==> src/rtl/jk_mod_counter.sv <==
// Modulo-MOD up/down counter made of WIDTH JK-style stages.
// Each stage gets an explicit J/K pair: 10/01 on load, 11/00 (toggle/hold) when counting.
module jk_mod_counter #(
  parameter int WIDTH = 4,
  parameter int MOD   = 10
) (
  input  logic             clk,
  input  logic             rst,
  input  logic             en,
  input  logic             up,
  input  logic             load,
  input  logic [WIDTH-1:0] din,
  output logic [WIDTH-1:0] q,
  output logic [WIDTH-1:0] qb,
  output logic             tc,
  output logic             wrap,
  output logic             load_err
);

  localparam logic [WIDTH-1:0] MAX     = WIDTH'(MOD - 1);
  localparam logic [WIDTH-1:0] ONE     = WIDTH'(1);
  localparam logic [WIDTH:0]   MOD_EXT = (WIDTH + 1)'(MOD);

  logic             at_max;
  logic             at_zero;
  logic             din_ok;
  logic [WIDTH-1:0] target;
  logic [WIDTH-1:0] j;
  logic [WIDTH-1:0] k;
  logic [WIDTH-1:0] q_next;
  logic             wrap_d;
  logic             err_d;

  assign at_max  = (q == MAX);
  assign at_zero = (q == '0);
  // Extra MSB so the range check also works when MOD == 2**WIDTH.
  assign din_ok  = ({1'b0, din} < MOD_EXT);

  always_comb begin
    target = q;
    j      = '0;
    k      = '0;
    wrap_d = 1'b0;
    err_d  = 1'b0;
    if (load) begin
      target = din_ok ? din : '0;
      err_d  = ~din_ok;
      j      = target;
      k      = ~target;
    end else if (en) begin
      if (up) begin
        target = at_max ? '0 : q + ONE;
        wrap_d = at_max;
      end else begin
        target = at_zero ? MAX : q - ONE;
        wrap_d = at_zero;
      end
      j = q ^ target;
      k = q ^ target;
    end
    // JK characteristic equation applied per bit
    q_next = (j & ~q) | (~k & q);
  end

  always_ff @(posedge clk or posedge rst) begin
    if (rst) begin
      q        <= '0;
      wrap     <= 1'b0;
      load_err <= 1'b0;
    end else begin
      q        <= q_next;
      wrap     <= wrap_d;
      load_err <= err_d;
    end
  end

  assign qb = ~q;
  assign tc = en & (up ? at_max : at_zero);

endmodule
==> config.mk <==
export PLATFORM = sky130hd
export DESIGN_NAME = jk_mod_counter
export DESIGN_NICKNAME = d
export VERILOG_FILES = /design/src/rtl/jk_mod_counter.sv
export SDC_FILE = /design/constraint.sdc
export NUM_CORES = 1
export LEC_CHECK = 0
export BUFFER_PORTS_ARGS = -buffer_cell sky130_fd_sc_hd__buf_2
export CORE_AREA = 8 8 45 47
export DETAILED_ROUTE_END_ITERATION = 8
export DIE_AREA = 0 0 53 55
export PLACE_DENSITY = 0.72
export SKIP_CTS_REPAIR_TIMING = 1
export SLEW_MARGIN = 10
export SYNTH_ARGS = -nofsm -noshare
export SYNTH_HDL_FRONTEND = slang
export SYNTH_SLANG_ARGS = --single-unit
==> constraint.sdc <==
create_clock -name clk -period 3.4 [get_ports clk]
set_input_delay 0.34 -clock clk [delete_from_list [all_inputs] [get_ports clk]]
set_output_delay 0.34 -clock clk [all_outputs]
set_load 0.02 [all_outputs]
==> flow_summary.ini, run 1 <==
[outcome]
status = finished clean

[cells_and_area]
fillers = 145
fin_cells = 95
final_cell_area_um2 = 582
diodes = 0
seq_area_um2 = 150
finalNetCount = 93
drive_above_1_share = 0.291
area_growth_pct = 21.1
multi_input_area_um2 = 272

[setup_path]
setup.worst_path.end_class = primary output
critical_path_depth = 6
cp_slowest_cell = dfrtp_1
critPathMaxStageDelay_ns = 0.43
worstReg2RegEnd = q[0]
rr_worst_depth = 6
reg2reg_from = q[0]
r2r_slack_ns = 1.69
critical_path.max_fanout = 7
critPathBufInv = 2
startpoint_type = register
critical-path-top-delay-family = flip-flops
crit_type = reg2out
critPathArrivalTime_ns = 1.65
critPathLaunch = q[1]
critPathRequiredTime_ns = 3.06
crit_chain = inv_1 > ha_1 > and2_1 > a22oi_1 > nor3_1 > buf_2
worstSetupEndpoint = tc

[global_route]
grtUsageTotal = 0.0845
grt_pass1_vias = 481
antenna_found_initial = 0
grt_pass1_wl_um = 1890
overflow = 0
grt_max_degree = 12

[floorplan]
die_w_um = 53
io_pins = 20
fp.coreArea_um2 = 1380
die_h_um = 55
fp.dieArea_um2 = 2920
initial_core_util = 0.347
rows = 14

[hold_path]
min_path_type = in2async

[timing]
grt_setup_unrepaired = no
tns_ns = 0
finalHoldViolCount = 0
finalSetupViolCount = 0
max_freq_mhz = 503
finalCriticalPeriod_ns = 1.99
finalMaxSlewViolations = 0
fin_hold_ws_ns = 0.00793
skew_ns = 0.000986
tightest_slew_ns = 0.268
fin_crit_sh = 0.584
slew-limit-headroom = 0.821

[clocking]
clock_path_buffers = 2
htreeDepth = 1
numCtsBuffers = 3
path_clk_slew_ns = 0.04
cts_root_buffer = clkbuf_4
tritoncts = yes
clock_sinks = 6
clock_latency_ns = 0.24

[power_and_ir_drop]
power_density_nw_per_um2 = 412
power.leakage_uw = 0.000292
vdd_drop_max_mv = 0.161
finalPower_uw = 240

[synth]
synth-compound-area-share = 0.242
netlist_area_um2 = 480
yosysTopAreaCellShare = 0.313
synth_top_family_by_area = compound AO/OA/AOI/OAI gates
syn-num-nets = 72
netlist_instances = 60
synth_cell_type_count = 24
synth_seq_cells = 6
synth-adder-area-share = 0.0781
ys_seq_area_frac = 0.313
synth_top_cell_by_area = dfrtp_1
synth_edf_count = 0
synth_top_flop_cell = dfrtp_1
async_flop_share = 1.00
yosys-top-cells-area = dfrtp_1 31%, ha_1 7.8%, nand2_1 6.3%
syn_avg_cell_area_um2 = 8.01
synth.area.mux_share = 0.0234
synthSimpleGateAreaFrac = 0.221
synth_xor_xnor_area_share = 0
yosys_warnings = 0

[placement]
gp_congestion = 0.842
place_inst = 92
dpl_cell_area_um2 = 559
port-buffer-count = 19
post-dp-hpwl_um = 947

[route]
drt_iter0_drc = 7
wl_per_cell_um = 11.9
detail-route-antenna-nets = 0
via_count = 487
viasPerCell = 5.13
totalWireLength_um = 1130
dr.pass1.iters = 4
route.detailed.drc = 0

[flow_run]
drv_cap = 0
-- stage by stage --
step	utilization	setup slack, ns
2_1_floorplan	-	1.45
3_3_place_gp	0.404	1.71
3_5_place_dp	0.404	1.68
4_1_cts	0.420	1.41
5_1_grt	0.420	1.31
6_report	0.420	1.41
-- cells in the mapped netlist (all sizes together), types with 2 or more instances --
| master | instances |
|---|---|
| o21ai | 4 |
| dfrtp | 6 |
| nand2 | 8 |
| a21oi | 5 |
| ha | 3 |
| nor2 | 5 |
| nor3 | 3 |
| o22ai | 4 |
| inv | 6 |
| buf | 2 |
-- sequential cells by signal, indices dropped and copies added, names as in the netlist --
name / flops
wrap: 1
q: 4
load_err: 1
-- cell type report --
| cell class | instances | share of cell area |
|---|---|---|
| multi-input combinational | 45 | 0.467 |
| sequential | 6 | 0.258 |
| timing repair buffer | 19 | 0.163 |
| clock buffer | 3 | 0.0387 |
| inverter | 6 | 0.0387 |
| tap | 16 | 0.0344 |
-- cell families (layout without fill, tap and decap cells) --
logic type	Yosys count	in the layout
AO/OA/AOI/OAI	19	19
multiplexers	1	1
AND/OR/NAND/NOR	22	22
buffers and inverters	9	28
adder cells (fa/ha/maj)	3	3
flip-flops	6	6
-- power by group --
group	internal (uW)	switching, uW	total, uW
Combinational	33.2	51.5	84.7
Clock	39.9	25.1	65.0
Sequential	78.1	11.8	89.9
Total	151	88.4	240
-- worst min-delay path by stage --
stage	start	to	slack, ns	cells past startpoint
after floorplan	rst	load_err	0.13	1
after global placement	rst	load_err	0.26	2
after detailed placement	rst	load_err	0.27	2
after CTS	rst	load_err	0.008	2
after global routing	rst	q[2]	0.01	2
final	rst	q[2]	0.008	2
-- per-layer routing --
metal | up-vias | track usage | routed length (um)
met4 | 0 | 0.0517 | 0
met5 | - | 0 | 0
li1 | 253 | - | -
met1 | 222 | 0.0768 | 462
met3 | 0 | 0.0214 | 40
met2 | 12 | 0.164 | 623
-- cells in the final DEF, fill, tap and decap left out, drive strengths merged --
| cell type | count |
|---|---|
| a22oi | 1 |
| clkbuf | 3 |
| nor2 | 5 |
| nand4 | 1 |
| and3b | 1 |
| o22ai | 4 |
| nor4 | 1 |
| a21oi | 5 |
| nor2b | 1 |
| and2 | 1 |
| a311oi | 1 |
| dfrtp | 6 |
| or3b | 1 |
| ha | 3 |
| inv | 6 |
| o211ai | 1 |
| a32oi | 1 |
| nand2 | 8 |
| buf | 19 |
| o21ai | 4 |
| mux2 | 1 |
| a31oi | 1 |
| o21bai | 1 |
| nor3 | 3 |
No activity file was read; power rests on OpenSTA's default activity.
==> run 2, diff against run 1 <==
- ABC_AREA: unset -> 1
- PLACE_DENSITY: 0.72 -> 0.71
- clock period: 3.4 -> 2 ns (I/O delays scaled with it)
==> flow_summary.ini, run 2 <==
[route]
detail-route-antenna-nets = 0
via_count = 528
totalWireLength_um = 1250
viasPerCell = 4.84
wl_per_cell_um = 11.4
route.detailed.drc = 0
dr.pass1.iters = 4
drt_iter0_drc = 12

[clocking]
clock_path_buffers = 2
cts_root_buffer = clkbuf_4
clock_sinks = 6
path_clk_slew_ns = 0.04
htreeDepth = 1
clock_latency_ns = 0.24
tritoncts = yes
numCtsBuffers = 3

[synth]
synth.most_common_cell = nand2_1
synth_top_flop_cell = dfrtp_1
synth_edf_count = 0
synth_top_cell_by_area = dfrtp_1
yosys_warnings = 0
synth_cell_type_count = 18
synth_seq_cells = 6
ys_seq_area_frac = 0.317
netlist_area_um2 = 473
netlist_instances = 72
yosys-top-cells-area = dfrtp_1 32%, nand2_1 17%, nand3_1 14%
yosysTopAreaCellShare = 0.317
syn-num-nets = 84
syn_avg_cell_area_um2 = 6.57
async_flop_share = 1.00
ys_top_cells_by_count = 22 x nand2_1, 13 x nand3_1, 7 x inv_1, 6 x dfrtp_1

[setup_path]
critPathMaxStageDelay_ns = 0.42
crit_chain = inv_1 > ha_1 > a31oi_1 > nor2_1 > buf_2
setup.worst_path.end_class = primary output
crit_type = reg2out
critPathRequiredTime_ns = 1.80
critical-path-top-delay-family = flip-flops
critPathBufInv = 2
critPathArrivalTime_ns = 1.54
startpoint_type = register
critical_path.max_fanout = 6
cp_slowest_cell = dfrtp_1

[timing]
tns_ns = 0
fin_ws_ns = 0.263
slew-limit-headroom = 0.792
fin_hold_ws_ns = 0.204
finalHoldViolCount = 0
finalSetupViolCount = 0
skew_ns = 0.00367
max_freq_mhz = 576
fin_crit_sh = 0.868
finalMaxSlewViolations = 0
grt_setup_unrepaired = no
finalCriticalPeriod_ns = 1.74
tightest_slew_ns = 0.308

[placement]
dp_slack_ns = 0.529
post-dp-hpwl_um = 1080
gp_congestion = 0.805
dpl_cell_area_um2 = 579
port-buffer-count = 19

[global_route]
grt_pass1_wl_um = 2110
overflow = 0
grt_max_degree = 10
antenna_found_initial = 0
grtUsageTotal = 0.0954
grt_pass1_vias = 507

[floorplan]
io_pins = 20
die_w_um = 53
die_h_um = 55
fp.coreArea_um2 = 1380
rows = 14
fp.dieArea_um2 = 2920
initial_core_util = 0.342

[cells_and_area]
final_cell_area_um2 = 612
largest_reg_flops = 4
final_common_cell = nand2_1
drive_above_1_share = 0.280
fin_util = 0.442
finalNetCount = 107
diodes = 0
largest_register = q
multi_input_area_um2 = 280
fillers = 149
area_growth_pct = 29.4
reg.largest.list = q x4, load_err x1, wrap x1
final_cell_mix = 22 x nand2_1, 19 x buf_2, 13 x nand3_1
seq_area_um2 = 150

[hold_path]
min_path_type = in2reg

[outcome]
status = finished clean

[power_and_ir_drop]
vdd_drop_max_mv = 0.300
power_density_nw_per_um2 = 689
power.leakage_uw = 0.000351

[flow_run]
drv_cap = 0
==> run 2: report_power, final <==
group	internal [uW]	switching, uW	total [uW]
combinational	58.5	109	168
clock	67.3	35.9	103
sequential	134	16.7	150
total	259	162	422
==> run 2: layout make-up <==
class | instances | share of cell area
clock buffers | 3 | 0.0368
inverters | 9 | 0.0552
multi-input cells | 55 | 0.458
flip-flops and latches | 6 | 0.245
well taps | 16 | 0.0327
repair buffers | 20 | 0.172
==> run 2: worst reg2reg max path: cells and delay by family (launching register included) <==
kind | cells | cell delay [ns]
DFF | 1 | 0.43
and+or+nand+nor | 4 | 0.37
adders and majority gates | 1 | 0.27
buffers and inverters | 1 | 0.16
AOI/OAI and AO/OA | 1 | 0.11
==> run 2: path summary, 6_finish.rpt <==
check	from	end	slack (ns)	cells after the start
worst max-delay path	q[0]	tc	0.26	5
worst min-delay path	din[0]	q[0]	0.20	3
worst max register to register	q[0]	q[1]	0.57	7
worst min register to register	q[0]	q[0]	0.69	3
max in group asynchronous	rst	q[0]	1.40	3
min in group asynchronous	rst	wrap	0.42	3
==> run 2: per-stage QoR <==
stage,power [uW],std cells
global route,466,109
CTS,427,108
global placement,319,105
finish,422,109
floorplan,265,72
detailed placement,319,105
==> run 2: kinds of logic after synthesis <==
kind of cell             Yosys count  share of synthesized area
flip-flops                         6                      0.317
buffers and inverters             11                     0.0899
AO/OA/AOI/OAI                     10                      0.119
adder cells (fa/ha/maj)            3                     0.0794
AND/OR/NAND/NOR                   42                      0.394
==> run 2: metal layers <==
layer	track usage	routed length, um	up-vias
met5	0	0	-
met4	0.0517	11	0
met3	0.0241	54	2
met2	0.174	651	23
met1	0.0983	529	223
li1	-	-	280
==> run 3, diff against run 2 <==
- CELL_PAD_IN_SITES_DETAIL_PLACEMENT: unset -> 1
- CELL_PAD_IN_SITES_GLOBAL_PLACEMENT: unset -> 1
- CORE_AREA: 8 8 45 47 -> unset
- CORE_MARGIN: unset -> 8
- CORE_UTILIZATION: unset -> 29
- DIE_AREA: 0 0 53 55 -> unset
- PLACE_DENSITY: 0.71 -> 0.82
==> flow_summary.ini, run 3 (same netlist as run 2, synthesis figures left out) <==
[timing]
tightest_slew_ns = 0.280
slew-limit-headroom = 0.812
finalMaxSlewViolations = 0
max_freq_mhz = 549
finalCriticalPeriod_ns = 1.82
fin_crit_sh = 0.911
fin_ws_ns = 0.177
finalHoldViolCount = 0
grt_setup_unrepaired = no
tns_ns = 0
fin_hold_ws_ns = 0.204
finalSetupViolCount = 0
skew_ns = 0.000162

[route]
drt_iter0_drc = 2
route.detailed.drc = 0
via_count = 535
viasPerCell = 4.91
dr.pass1.iters = 2
totalWireLength_um = 1470
wl_per_cell_um = 13.5
detail-route-antenna-nets = 0

[floorplan]
die_w_um = 56.4
fp.coreArea_um2 = 1520
io_pins = 20
rows = 14
initial_core_util = 0.310
die_h_um = 56.4
fp.dieArea_um2 = 3180

[setup_path]
r2r_slack_ns = 0.50
crit_type = reg2out
startpoint_type = register
critPathRequiredTime_ns = 1.80
critPathArrivalTime_ns = 1.62
critical_path.max_fanout = 6
setup.worst_path.end_class = primary output

[cells_and_area]
final_common_cell = nand2_1
fin_util = 0.401
fin_cells = 109
largest_reg_flops = 4
finalNetCount = 107
final_cell_mix = 22 x nand2_1, 19 x buf_2, 13 x nand3_1
area_growth_pct = 29.4
drive_above_1_share = 0.280
reg.largest.list = q x4, load_err x1, wrap x1
largest_register = q
diodes = 0

[clocking]
path_clk_slew_ns = 0.04
clock_sinks = 6
clock_latency_ns = 0.24
cts_root_buffer = clkbuf_4
clock_path_buffers = 2
htreeDepth = 1
numCtsBuffers = 3
tritoncts = yes

[flow_run]
drv_cap = 0

[hold_path]
min_path_type = in2reg

[power_and_ir_drop]
power_frac_comb = 0.399
vdd_drop_max_mv = 0.310
power.leakage_uw = 0.000351
power_density_nw_per_um2 = 704
seqPwrFrac = 0.351
clkPwrFrac = 0.250
intPower_uw = 260
switching_share = 0.397
switching_power_uw = 171

[global_route]
grtUsageTotal = 0.0990
overflow = 0
grt_pass1_vias = 608
grt_pass1_wl_um = 2660
antenna_found_initial = 0
grt_max_degree = 10

[placement]
place_inst = 105
gp_congestion = 0.788
post-dp-hpwl_um = 1260
port-buffer-count = 19
dp_slack_ns = 0.478

[outcome]
status = finished clean
run 3: final cells by class:
| cell class | instances | area, um2 |
|---|---|---|
| Fill cell | 220 | 912 |
| Clock buffer | 3 | 22.5 |
| Multi-Input combinational cell | 55 | 280 |
| Sequential cell | 6 | 150 |
| Timing Repair Buffer | 20 | 105 |
| Tap cell | 16 | 20.0 |
| Inverter | 9 | 33.8 |
run 3: worst paths after layout:
check                      startpoint  endpoint  cells after the start
max                              q[0]        tc                      5
max reg2reg                      q[0]      q[1]                      7
min reg2reg                      q[0]      q[0]                      3
min                            din[0]      q[0]                      3
max in group asynchronous         rst  load_err                      3
min in group asynchronous         rst      q[2]                      3
run 3: worst max-delay path: stages (launching register included):
cell     delay [ns]
dfrtp_1        0.45
inv_1          0.14
ha_1           0.29
a31oi_1        0.29
nor2_1         0.06
buf_2          0.16
run 3: metal layers:
layer	GRT usage	share of wire	vias to the layer above
met4	0.0515	0	0
met1	0.114	0.47	240
li1	-	-	280
met3	0.0337	0.078	0
met2	0.157	0.46	15
met5	0	0	-
run 3: power by group through the flow:
stage          sequential [uW]  combinational (uW)  clock (uW)
6_report                   151                 172         108
5_1_grt                    153                 197         119
4_1_cts                    151                 173         115
3_5_place_dp               153                 172           0
3_3_place_gp               151                 168           0
2_1_floorplan              164                 101           0
run 3: per-stage QoR:
| step | total power (uW) | instance area, um2 |
|---|---|---|
| 2_1_floorplan | 265 | 473 |
| 3_3_place_gp | 319 | 579 |
| 3_5_place_dp | 325 | 579 |
| 4_1_cts | 439 | 602 |
| 5_1_grt | 469 | 612 |
| 6_report | 431 | 612 |
